===== src/rtl/regbank_board_ctrl.sv =====
// ============================================================================
// Module   : regbank_board_ctrl
// Brief    : Single-clock board controller: tick generator, debounced buttons,
//            2R/1W register bank, sequential clear engine and LED display.
// Revision : 1.0 - initial release
// ============================================================================
`default_nettype none

module regbank_board_ctrl #(
    parameter int W         = 4,
    parameter int A         = 4,
    parameter int DIV_COUNT = 100_000_000,
    parameter int DB_CYCLES = 1_000_000,
    parameter int CNT_W     = 8,
    parameter int ZERO_REG  = 1
) (
    input  logic                   clk,
    input  logic                   rst,
    input  logic [3*A+W-1:0]       sw,
    input  logic                   btn_we,
    input  logic                   btn_clr,
    output logic [2*W+CNT_W-1:0]   led,
    output logic                   busy,
    output logic                   tick
);

    localparam int c_NREG = 2**A;
    localparam int c_CW   = (DIV_COUNT > 2) ? $clog2(DIV_COUNT) : 1;
    localparam int c_DBW  = (DB_CYCLES > 2) ? $clog2(DB_CYCLES) : 1;
    localparam logic [c_CW-1:0]  c_TICK_MAX = c_CW'(DIV_COUNT - 1);
    localparam logic [c_DBW-1:0] c_DB_MAX   = c_DBW'(DB_CYCLES - 1);

    localparam logic [0:0] c_IDLE  = 1'b0;
    localparam logic [0:0] c_CLEAR = 1'b1;

    logic [A-1:0]       w_addr_rs1;
    logic [A-1:0]       w_addr_rs2;
    logic [A-1:0]       w_addr_rd;
    logic [W-1:0]       w_data_in;
    logic [1:0]         w_btn_raw;
    logic [1:0]         w_pulse;
    logic               w_we_p;
    logic               w_clr_p;
    logic               w_tick;
    logic               w_wr_ok;
    logic               w_busy;
    logic               w_clr_we;
    logic [W-1:0]       w_rs1;
    logic [W-1:0]       w_rs2;
    logic [0:0]         r_state;
    logic [0:0]         w_state_nxt;
    logic [A-1:0]       r_idx;
    logic [c_CW-1:0]    r_tick_cnt;
    logic [CNT_W-1:0]   r_wr_cnt;
    logic [2*W+CNT_W-1:0] r_led;
    logic [W-1:0]       r_bank [0:c_NREG-1];

    assign {w_addr_rs1, w_addr_rs2, w_addr_rd, w_data_in} = sw;
    assign w_btn_raw = {btn_clr, btn_we};
    assign w_we_p    = w_pulse[0];
    assign w_clr_p   = w_pulse[1];

    always_ff @(posedge clk or negedge rst) begin
        if (!rst) begin
            r_tick_cnt <= '0;
        end else if (r_tick_cnt == c_TICK_MAX) begin
            r_tick_cnt <= '0;
        end else begin
            r_tick_cnt <= r_tick_cnt + c_CW'(1);
        end
    end

    assign w_tick = (r_tick_cnt == c_TICK_MAX);
    assign tick   = w_tick;

    // Level only moves after DB_CYCLES consecutive disagreeing samples.
    for (genvar gi = 0; gi < 2; gi++) begin : g_btn
        logic             r_sync1;
        logic             r_sync2;
        logic             r_lvl;
        logic             r_lvl_d;
        logic [c_DBW-1:0] r_db_cnt;

        always_ff @(posedge clk or negedge rst) begin
            if (!rst) begin
                r_sync1  <= 1'b0;
                r_sync2  <= 1'b0;
                r_lvl    <= 1'b0;
                r_lvl_d  <= 1'b0;
                r_db_cnt <= '0;
            end else begin
                r_sync1 <= w_btn_raw[gi];
                r_sync2 <= r_sync1;
                r_lvl_d <= r_lvl;
                if (r_sync2 != r_lvl) begin
                    if (r_db_cnt == c_DB_MAX) begin
                        r_lvl    <= r_sync2;
                        r_db_cnt <= '0;
                    end else begin
                        r_db_cnt <= r_db_cnt + c_DBW'(1);
                    end
                end else begin
                    r_db_cnt <= '0;
                end
            end
        end

        assign w_pulse[gi] = r_lvl & ~r_lvl_d;
    end

    always_ff @(posedge clk or negedge rst) begin
        if (!rst) begin
            r_state <= c_IDLE;
        end else begin
            r_state <= w_state_nxt;
        end
    end

    always_comb begin
        w_state_nxt = r_state;
        case (r_state)
            c_IDLE:  if (w_clr_p)   w_state_nxt = c_CLEAR;
            c_CLEAR: if (&r_idx)    w_state_nxt = c_IDLE;
            default:                w_state_nxt = c_IDLE;
        endcase
    end

    always_comb begin
        w_busy   = 1'b0;
        w_clr_we = 1'b0;
        if (r_state == c_CLEAR) begin
            w_busy   = 1'b1;
            w_clr_we = 1'b1;
        end
    end

    assign busy = w_busy;

    always_ff @(posedge clk or negedge rst) begin
        if (!rst) begin
            r_idx <= '0;
        end else if (w_clr_we) begin
            r_idx <= r_idx + A'(1);
        end else begin
            r_idx <= '0;
        end
    end

    // A clear request in the same cycle as a write pulse takes priority.
    assign w_wr_ok = w_we_p && (r_state == c_IDLE) && !w_clr_p &&
                     !((ZERO_REG != 0) && (w_addr_rd == '0));

    always_ff @(posedge clk or negedge rst) begin
        if (!rst) begin
            for (int i = 0; i < c_NREG; i++) begin
                r_bank[i] <= '0;
            end
        end else if (w_clr_we) begin
            r_bank[r_idx] <= '0;
        end else if (w_wr_ok) begin
            r_bank[w_addr_rd] <= w_data_in;
        end
    end

    always_ff @(posedge clk or negedge rst) begin
        if (!rst) begin
            r_wr_cnt <= '0;
        end else if (w_wr_ok) begin
            r_wr_cnt <= r_wr_cnt + CNT_W'(1);
        end
    end

    assign w_rs1 = ((ZERO_REG != 0) && (w_addr_rs1 == '0)) ? '0 : r_bank[w_addr_rs1];
    assign w_rs2 = ((ZERO_REG != 0) && (w_addr_rs2 == '0)) ? '0 : r_bank[w_addr_rs2];

    always_ff @(posedge clk or negedge rst) begin
        if (!rst) begin
            r_led <= '0;
        end else if (w_tick) begin
            r_led <= {w_rs1, w_rs2, r_wr_cnt};
        end
    end

    assign led = r_led;

endmodule

`default_nettype wire


===== config.mk =====
export PLATFORM = sky130hd
export DESIGN_NAME = regbank_board_ctrl
export DESIGN_NICKNAME = d
export VERILOG_FILES = /design/src/rtl/regbank_board_ctrl.sv
export SDC_FILE = /design/constraint.sdc
export NUM_CORES = 1
export LEC_CHECK = 0
export CAP_MARGIN = 25
export CORE_AREA = 4 4 144 146
export DETAILED_ROUTE_END_ITERATION = 10
export DIE_AREA = 0 0 148 150
export SYNTH_ARGS = -nofsm -noshare
export SYNTH_HDL_FRONTEND = slang
export SYNTH_SLANG_ARGS = --single-unit

===== constraint.sdc =====
create_clock -name clk -period 2.5 [get_ports clk]
set_clock_uncertainty 0.1 [all_clocks]
set_input_delay 0.375 -clock clk [delete_from_list [all_inputs] [get_ports clk]]
set_output_delay 0.375 -clock clk [all_outputs]
set_load 0.01 [all_outputs]

==> impl_metrics.csv, run 1 <==
group,metric,value,unit
logic_synthesis,synth_top_area_frac,0.484,
critical_path,end_kind,"flop",
critical_path,crit_fanout,20,
routing,post_drt_wl_per_cell,18.1,um
logic_synthesis,syn-num-nets,824,
run_status,status,"finished, final reports clean",
pwr,p_leak,0.00451,uW
global_routing,first_global_vias,6370,
logic_synthesis,synth_top_area_cell,"dfrtp_1",
logic_synthesis,syn_area,0.00869,sq mm
routing,routed-via-count,6330,
place,gp_congestion,0.875,
finish,antennaDiodeCount,0,
timing,finalHoldViolCount,0,
routing,firstDrtPassIters,5,
timing,tns,0,ns
logic_synthesis,netlist_instances,796,
critical_path,worstPathRequired,2.70,ns
routing,drt_wl_total,20.2,mm
routing,drt_iter0_drc,321,
cts,cts_tree,"done",
floorplan,die_h,150,um
timing,rsz0062_at_grt,"no",
cts,clkTransAtPathRegs,0.07,ns
routing,vias_per_cell,5.66,
timing,setup_violations,0,
finish,regArea,0.00420,sq mm
critical_path,ff2ff_setup_slack,0.17,ns
logic_synthesis,synth-main-ff-cell,"dfrtp_1",
logic_synthesis,ys_warn_count,0,
place,place_area,0.00951,sq mm
floorplan,die_w,148,um
pwr,irDropWorstVdd,439,uV
cts,root_buffer,"clkbuf_16",
logic_synthesis,synth_common_cells,"168 x dfrtp_1, 101 x nand2_1, 73 x mux2i_1",
global_routing,grt_pass1_wl,33.6,mm
global_routing,grt_max_degree,47,
logic_synthesis,ys_top_cells_by_area,"dfrtp_1 48%, mux2i_1 8.4%, mux4_2 6.7%",
timing,period_share,0.933,
cts,numCtsBuffers,17,
pwr,powerDensity,562,mW/mm^2
routing,route.detailed.drc,0,
cts,htreeDepth,4,
floorplan,start_util,0.448,
place,dpl.hpwl,14.9,mm
finish,syn2layout_area_growth,16.5,%
pwr,totalPowerFinal,5690,uW
cts,clk_path_buf_depth,2,
logic_synthesis,avgSynthCellArea,10.9,sq um
global_routing,grt_antenna_before_repair,0,
critical_path,critPathKind,"reg2reg",
finish,fillerInstances,1738,
global_routing,grtUsageTotal,0.189,
timing,timing.fmax,429,MHz
cts,cts.sink_count,168,
floorplan,rows,51,
timing,slew-limit-headroom,0.604,
floorplan,io_pins,38,
critical_path,arrival,2.53,ns
logic_synthesis,synth_seq_area_share,0.484,
routing,final_antenna_net_count,0,
cts,worstSkewPairLatency,0.43,ns
global_routing,grt-ovfl-total,0,
logic_synthesis,ys_async_sr_fraction,1.00,
logic_synthesis,synthMostInstantiatedCell,"dfrtp_1",
critical_path,start_kind,"flop",
place,io_buffers,37,
finish,drive_gt1_frac,0.139,
timing,layout_min_cycle_time,2.33,ns
finish,multi_input_area,0.00426,sq mm
floorplan,dieArea,0.0222,sq mm
logic_synthesis,ys_ff_latch,168,
finish,final_nets,869,
flow_run,maxCapViolations,0,
floorplan,core_area,0.0194,sq mm
worst_hold_path,holdCritPathClass,"reg2reg",
logic_synthesis,synth-edff-count,0,
timing,tightest_slew,0.594,ns
finish,fin_area,0.0101,sq mm
timing,slew_viol_final,0,
logic_synthesis,synth.distinct_cells,50,
-- through the flow --
step	utilization	instances	hold WS, ns	setup slack [ns]
floorplan	-	796	-0.0206	0.318
global placement	0.490	1086	0.192	0.109
detailed placement	0.490	1086	0.195	0.107
CTS	0.522	1119	0.257	0.161
global route	0.522	1119	0.265	0.0522
finish	0.522	1119	0.256	0.167
-- layout make-up --
| type | instances | share of cell area |
|---|---|---|
| Clock inverter | 14 | 0.0145 |
| Tap cell | 265 | 0.0328 |
| Multi-Input combinational cell | 571 | 0.421 |
| Timing Repair Buffer | 67 | 0.0665 |
| Inverter | 16 | 0.00594 |
| Clock buffer | 18 | 0.0434 |
| Sequential cell | 168 | 0.416 |
-- cell families (layout without fill, tap and decap cells) --
kind of cell | count (synthesis) | count (layout) | share of synthesized area
AND/OR/NAND/NOR | 312 | 312 | 0.194
flip-flops | 168 | 168 | 0.484
multiplexers | 118 | 118 | 0.176
AO/OA/AOI/OAI | 88 | 88 | 0.0619
buffers and inverters | 57 | 115 | 0.0274
XOR/XNOR | 45 | 45 | 0.0454
adder cells (fa/ha/maj) | 8 | 8 | 0.0115
-- final timing paths --
path,cells after the start,from,end
min reg2reg,0,g_btn[0].r_sync1,g_btn[0].r_sync2
max,4,g_btn[1].r_db_cnt[15],g_btn[1].r_db_cnt[10]
max in group asynchronous,3,rst,g_btn[1].r_db_cnt[13]
min in group asynchronous,2,rst,r_bank[9]
max reg2reg,4,g_btn[1].r_db_cnt[15],g_btn[1].r_db_cnt[10]
min,0,g_btn[0].r_sync1,g_btn[0].r_sync2
-- worst max-delay path, cell delays in order (launching register included) --
cell     delay [ns]
dfrtp_1        0.43
or4b_2         0.67
nor4_1         0.41
a31o_2         0.50
nor2_1         0.10
-- cells in the final DEF (no fill, tap or decap), types with 10 or more instances in the layout --
cell type	n
or3_1	14
clkdlybuf4s50_1	35
dfrtp_1	168
clkbuf_16	17
and3_1	12
mux2i_1	73
nor2b_1	12
xor2_1	21
xnor2_1	24
nand3_1	27
nand4_1	24
nor2_1	37
o31ai_1	11
mux4_2	26
or4_1	14
o21ai_0	27
mux2_2	19
and2_1	14
nor4_1	10
inv_1	16
a21oi_1	25
buf_4	23
nand2_1	101
-- power by group --
group | internal (uW) | switching (uW)
logic | 129 | 170
registers | 2740 | 23.4
clock network | 1500 | 1120
total | 4370 | 1310
-- per-layer routing --
layer,vias up,part of all wire,GRT usage
met5,-,0,0
met2,105,0.50,0.318
met1,3235,0.46,0.258
li1,2979,-,-
met3,11,0.034,0.0357
met4,0,0.0078,0.0393
-- registers in the layout, summed over array words and instances, names as in the netlist, 4 cells and up --
| signal | cells |
|---|---|
| r_wr_cnt | 8 |
| r_idx | 4 |
| led | 16 |
| g_btn.r_db_cnt | 40 |
| r_tick_cnt | 27 |
| r_bank | 64 |
-- repair_timing --
action | CTS | global route
setup endpoints to repair | 1 | 0
buffers inserted | 0 | 0
endpoints found under the hold margin | 30 | 0
gates resized for setup | 5 | 0
hold buffers | 1 | 0
Note: power is estimated with default switching activity, not from simulation.
==> run 2, diff against run 1 <==
- CORE_AREA: 4 4 144 146 -> 4 4 163 165
- DIE_AREA: 0 0 148 150 -> 0 0 167 169
==> run 2 against run 1 <==
Effect of this change:
- die area is 27% higher
- fmax increased by 3.6%
- sequential power about the same
- critical path type is now reg2out
- critical endpoint is now tick
- largest power group unchanged
==> impl_metrics.csv, run 2 (same netlist as run 1, synthesis figures left out) <==
group,metric,value,unit
run_status,status,"finished, final reports clean",
timing,tns,0,ns
timing,layout_setup_ws,0.247,ns
global_routing,first_global_vias,6374,
place,dpl.hpwl,14.6,mm
global_routing,grt_antenna_before_repair,0,
floorplan,start_util,0.347,
place,dp_slack,0.0953,ns
flow_run,maxCapViolations,0,
critical_path,crit_chain,"ha_1, and3_4, nand4_1, nor2_1, dlygate4sd2_1",
floorplan,core_area,0.0250,sq mm
finish,top_register,"r_bank",
cts,worstSkewPairLatency,0.42,ns
worst_hold_path,holdPathStages,0,
timing,slew-limit-headroom,0.563,
cts,numCtsBuffers,17,
critical_path,crit_path_max_incr_delay,0.39,ns
critical_path,slowest_stage,"dfrtp_1",
place,gp_congestion,0.844,
routing,final_antenna_net_count,0,
critical_path,crit_fanout,6,
timing,period_share,0.901,
routing,post_drt_wl_per_cell,17.1,um
finish,final_common_cell,"dfrtp_1",
critical_path,critPathTopFamily,"simple AND/OR/NAND/NOR gates",
cts,clk_path_buf_depth,2,
timing,tightest_slew,0.656,ns
floorplan,die_w,167,um
pwr,irDropWorstVdd,421,uV
routing,route.detailed.drc,0,
critical_path,cp.depth,5,
cts,htreeDepth,4,
floorplan,die_h,169,um
critical_path,critPathKind,"reg2out",
cts,cts.sink_count,168,
global_routing,grt_pass1_wl,34.4,mm
routing,drt_wl_total,20.3,mm
critical_path,start_kind,"flop",
finish,syn2layout_area_growth,18.1,%
timing,slew_viol_final,0,
routing,drt_iter0_drc,364,
finish,final_nets,875,
routing,firstDrtPassIters,5,
floorplan,rows,58,
cts,clkTransAtPathRegs,0.07,ns
critical_path,worstPathRequired,2.03,ns
finish,final_cell_mix,"167 x dfrtp_1, 101 x nand2_1, 73 x mux2i_1",
global_routing,grt-ovfl-total,0,
global_routing,grt_max_degree,56,
place,io_buffers,37,
critical_path,end_kind,"output port",
timing,timing.fmax,444,MHz
critical_path,cp_num_buf_inv,1,
pwr,powerDensity,545,mW/mm^2
timing,layout_min_cycle_time,2.25,ns
critical_path,arrival,1.78,ns
routing,routed-via-count,6286,
timing,setup_violations,0,
pwr,totalPowerFinal,5590,uW
finish,finalCoreUtilization,0.410,
finish,largest_reg_flops,64,
finish,drive_gt1_frac,0.145,
cts,cts_tree,"done",
critical_path,rr_worst_depth,5,
pwr,p_leak,0.00455,uW
floorplan,io_pins,38,
timing,finalHoldViolCount,0,
worst_hold_path,holdCritPathClass,"reg2reg",
timing,rsz0062_at_grt,"no",
floorplan,dieArea,0.0282,sq mm
finish,antennaDiodeCount,0,
finish,top_regs,"r_bank: 64 flops, g_btn.r_db_cnt: 40 flops, r_tick_cnt: 27 flops",
routing,vias_per_cell,5.28,
global_routing,grtUsageTotal,0.149,
cts,root_buffer,"clkbuf_16",
==> run 2: changes by cell type in the layout (fill, tap and decap cells not counted), sizes merged <==
cell,delta
buf,+6
clkinv,-2
clkinvlp,+2
bufinv,-1
clkbuf,+1
==> run 2: final timing paths <==
kind	from	slack, ns	endpoint
worst max-delay path	r_tick_cnt[0]	0.25	tick
worst min register to register	g_btn[0].r_sync1	0.26	g_btn[0].r_sync2
min in group asynchronous	rst	0.40	r_bank[23]
worst min-delay path	g_btn[0].r_sync1	0.26	g_btn[0].r_sync2
max in group asynchronous	rst	1.23	led[0]
worst max register to register	g_btn[1].r_db_cnt[15]	0.25	g_btn[1].r_db_cnt[19]
==> run 2: cell type report <==
class | instances | area (sq um)
inverter | 16 | 60.1
fill | 2464 | 14800
multi-input combinational | 571 | 4280
sequential | 168 | 4210
clock inverter | 13 | 121
tap | 330 | 413
timing repair buffer | 73 | 743
clock buffer | 19 | 433
==> run 2: repair_timing <==
action,in CTS,in global routing
endpoints found under the hold margin,52,0
endpoints found under the setup margin,1,0
setup buffers,1,0
hold buffers,1,0
gates resized for setup,8,0
==> run 2: worst reg2reg max path, delay by kind of cell (launching register included) <==
| family | cells | cell delay (ns) |
|---|---|---|
| AO/OA/AOI/OAI | 2 | 0.30 |
| buffers and inverters | 1 | 0.15 |
| AND/OR/NAND/NOR | 2 | 1.13 |
| flip-flops | 1 | 0.44 |
==> run 2: routing by layer <==
layer	vias to the layer above	part of all wire	GRT usage	wire length [um]
met3	23	0.030	0.0294	606
li1	2984	-	-	-
met4	0	0.019	0.0438	378
met5	-	0	0	0
met2	117	0.48	0.240	9690
met1	3162	0.47	0.206	9650
==> run 2: per-stage QoR <==
stage | instances | hold WS, ns | instance area [sq um]
detailed placement | 1156 | 0.242 | 9660
finish | 1190 | 0.257 | 10300
global route | 1190 | 0.258 | 10300
CTS | 1190 | 0.258 | 10300
floorplan | 796 | -0.0206 | 8690
global placement | 1156 | 0.252 | 9660
==> run 2: where the power goes <==
part	switching, uW	total, uW	internal, uW
combinational	174	309	134
sequential	24.3	2770	2740
clock	1130	2510	1380
total	1330	5590	4260
==> run 3, diff against run 2 <==
- CORE_AREA: 4 4 163 165 -> 4 4 137 139
- DIE_AREA: 0 0 167 169 -> 0 0 141 143
- HOLD_SLACK_MARGIN: not set -> 0.02
- PLACE_DENSITY_LB_ADDON: not set -> 0.15
==> run 3 against run 2 <==
Effect of this change:
- via count up 1.2%
- count of clock-buffer cells in the layout up 1
- sequential share of layout area up 0.94 points
- critical path depth down 1
- sequential power about the same
- clock power about the same
- worst hold slack worse by 0.067 ns
- final cell count down 9.1%
- cell area down 2.3%
- power up 0.18%
- critical path type unchanged
- largest power group unchanged
- highest routed layer unchanged
==> impl_metrics.csv, run 3 (same netlist as run 1, synthesis figures left out) <==
group,metric,value,unit
run_status,status,"finished, final reports clean",
routing,drt_iter0_drc,354,
floorplan,io_pins,38,
routing,final_antenna_net_count,0,
critical_path,crit_fanout,5,
critical_path,cp_num_buf_inv,1,
finish,multi_input_area,0.00426,sq mm
floorplan,core_area,0.0177,sq mm
global_routing,first_global_vias,6404,
finish,top_regs,"r_bank: 64 flops, g_btn.r_db_cnt: 40 flops, r_tick_cnt: 27 flops",
place,place_area,0.00943,sq mm
finish,final_nets,868,
finish,drive_gt1_frac,0.135,
cts,cts_tree,"done",
place,gp_congestion,0.847,
cts,worstSkewPairLatency,0.43,ns
global_routing,grt_pass1_wl,33.7,mm
floorplan,start_util,0.492,
finish,antennaDiodeCount,0,
critical_path,end_kind,"output port",
timing,tightest_slew,0.676,ns
place,io_buffers,37,
cts,htreeDepth,4,
timing,slew_viol_final,0,
floorplan,rows,49,
global_routing,grt-ovfl-total,0,
worst_hold_path,holdCritPathClass,"in2async",
routing,vias_per_cell,5.88,
floorplan,die_h,143,um
critical_path,r2r_start,"g_btn[1].r_db_cnt[15]",
finish,top_register,"r_bank",
cts,cts.sink_count,168,
finish,regArea,0.00420,sq mm
floorplan,die_w,141,um
finish,syn2layout_area_growth,15.4,%
finish,largest_reg_flops,64,
timing,period_share,0.936,
floorplan,dieArea,0.0202,sq mm
finish,final_cell_mix,"168 x dfrtp_1, 101 x nand2_1, 73 x mux2i_1",
timing,finalHoldViolCount,0,
critical_path,arrival,1.87,ns
finish,final_common_cell,"dfrtp_1",
cts,root_buffer,"clkbuf_16",
global_routing,grt_antenna_before_repair,0,
place,dp.cells,1048,
critical_path,worstPathRequired,2.03,ns
timing,setup_violations,0,
timing,rsz0062_at_grt,"no",
critical_path,rr_worst_depth,4,
global_routing,grtUsageTotal,0.211,
cts,clkTransAtPathRegs,0.07,ns
critical_path,critPathKind,"reg2out",
routing,post_drt_wl_per_cell,18.6,um
critical_path,rr_endpoint,"g_btn[1].r_db_cnt[5]",
critical_path,crit_chain,"nor4_1, nand4_1, nor2_1, dlygate4sd2_1",
timing,slew-limit-headroom,0.549,
routing,firstDrtPassIters,5,
critical_path,crit_path_max_incr_delay,0.43,ns
pwr,p_leak,0.00449,uW
cts,numCtsBuffers,17,
critical_path,start_kind,"flop",
cts,clk_path_buf_depth,2,
critical_path,slowest_stage,"dfrtp_1",
routing,drt_wl_total,20.2,mm
critical_path,ff2ff_setup_slack,0.17,ns
timing,timing.fmax,427,MHz
timing,tns,0,ns
finish,final_cells,1082,
routing,routed-via-count,6359,
finish,fillerInstances,1504,
routing,route.detailed.drc,0,
flow_run,maxCapViolations,0,
pwr,irDropWorstVdd,501,uV
pwr,totalPowerFinal,5600,uW
finish,fin_area,0.0100,sq mm
finish,finalCoreUtilization,0.568,
place,dpl.hpwl,14.6,mm
global_routing,grt_max_degree,100,
critical_path,critPathTopFamily,"simple AND/OR/NAND/NOR gates",
pwr,powerDensity,558,mW/mm^2
timing,layout_min_cycle_time,2.34,ns
[run 3: cell types whose count changed in the layout (fill, tap and decap cells not counted), sizes merged]
cell | before | now
clkinv | 3 | 2
clkbuf | 19 | 20
clkinvlp | 5 | 4
inv | 20 | 21
buf | 36 | 29
[run 3: repair_timing]
action                                  CTS  global route
hold endpoints to repair                168             0
endpoints found under the setup margin    1             0
hold buffers                              1             0
resized for setup                         4             0
setup buffers                             1             0
[run 3: how the worst max path moves through the flow]
stage	startpoint	to	slack, ns	cells past startpoint
after floorplan	r_tick_cnt[0]	led[11]	0.32	7
after global placement	sw[13]	led[14]	0.10	6
after detailed placement	sw[13]	led[14]	0.12	6
after CTS	r_tick_cnt[0]	tick	0.16	5
after global routing	g_btn[1].r_db_cnt[15]	g_btn[1].r_db_cnt[3]	0.01	4
final	r_tick_cnt[9]	tick	0.16	4
[run 3: report_power, final]
group | switching, uW | total [uW] | internal (uW)
combinational | 170 | 295 | 125
clock | 1120 | 2540 | 1410
sequential | 23.8 | 2770 | 2740
total | 1320 | 5600 | 4280
[run 3: final cells by class]
cell class / instances / share of cell area
sequential: 168 / 0.419
inverter: 16 / 0.00599
clock inverter: 12 / 0.0117
timing repair buffer: 66 / 0.0652
multi-input combinational: 571 / 0.425
tap: 229 / 0.0286
clock buffer: 20 / 0.0446
[run 3: through the flow]
stage,hold WS (ns),setup slack [ns]
4_1_cts,0.175,0.158
6_report,0.189,0.159
2_1_floorplan,-0.0206,0.318
3_5_place_dp,0.0666,0.121
5_1_grt,0.184,0.0122
3_3_place_gp,0.0666,0.103
[run 3: worst register-to-register path: cells and delay by family, from the launching register on]
kind | cells | cell delay [ns]
AO/OA/AOI/OAI | 1 | 0.49
flip-flops | 1 | 0.43
AND/OR/NAND/NOR | 3 | 1.17
[run 3: per-layer routing]
layer,track usage,part of all wire,up-vias
li1,-,-,2976
met2,0.347,0.49,130
met5,0,0,-
met1,0.287,0.45,3224
met4,0.0668,0.016,0
met3,0.0385,0.038,29
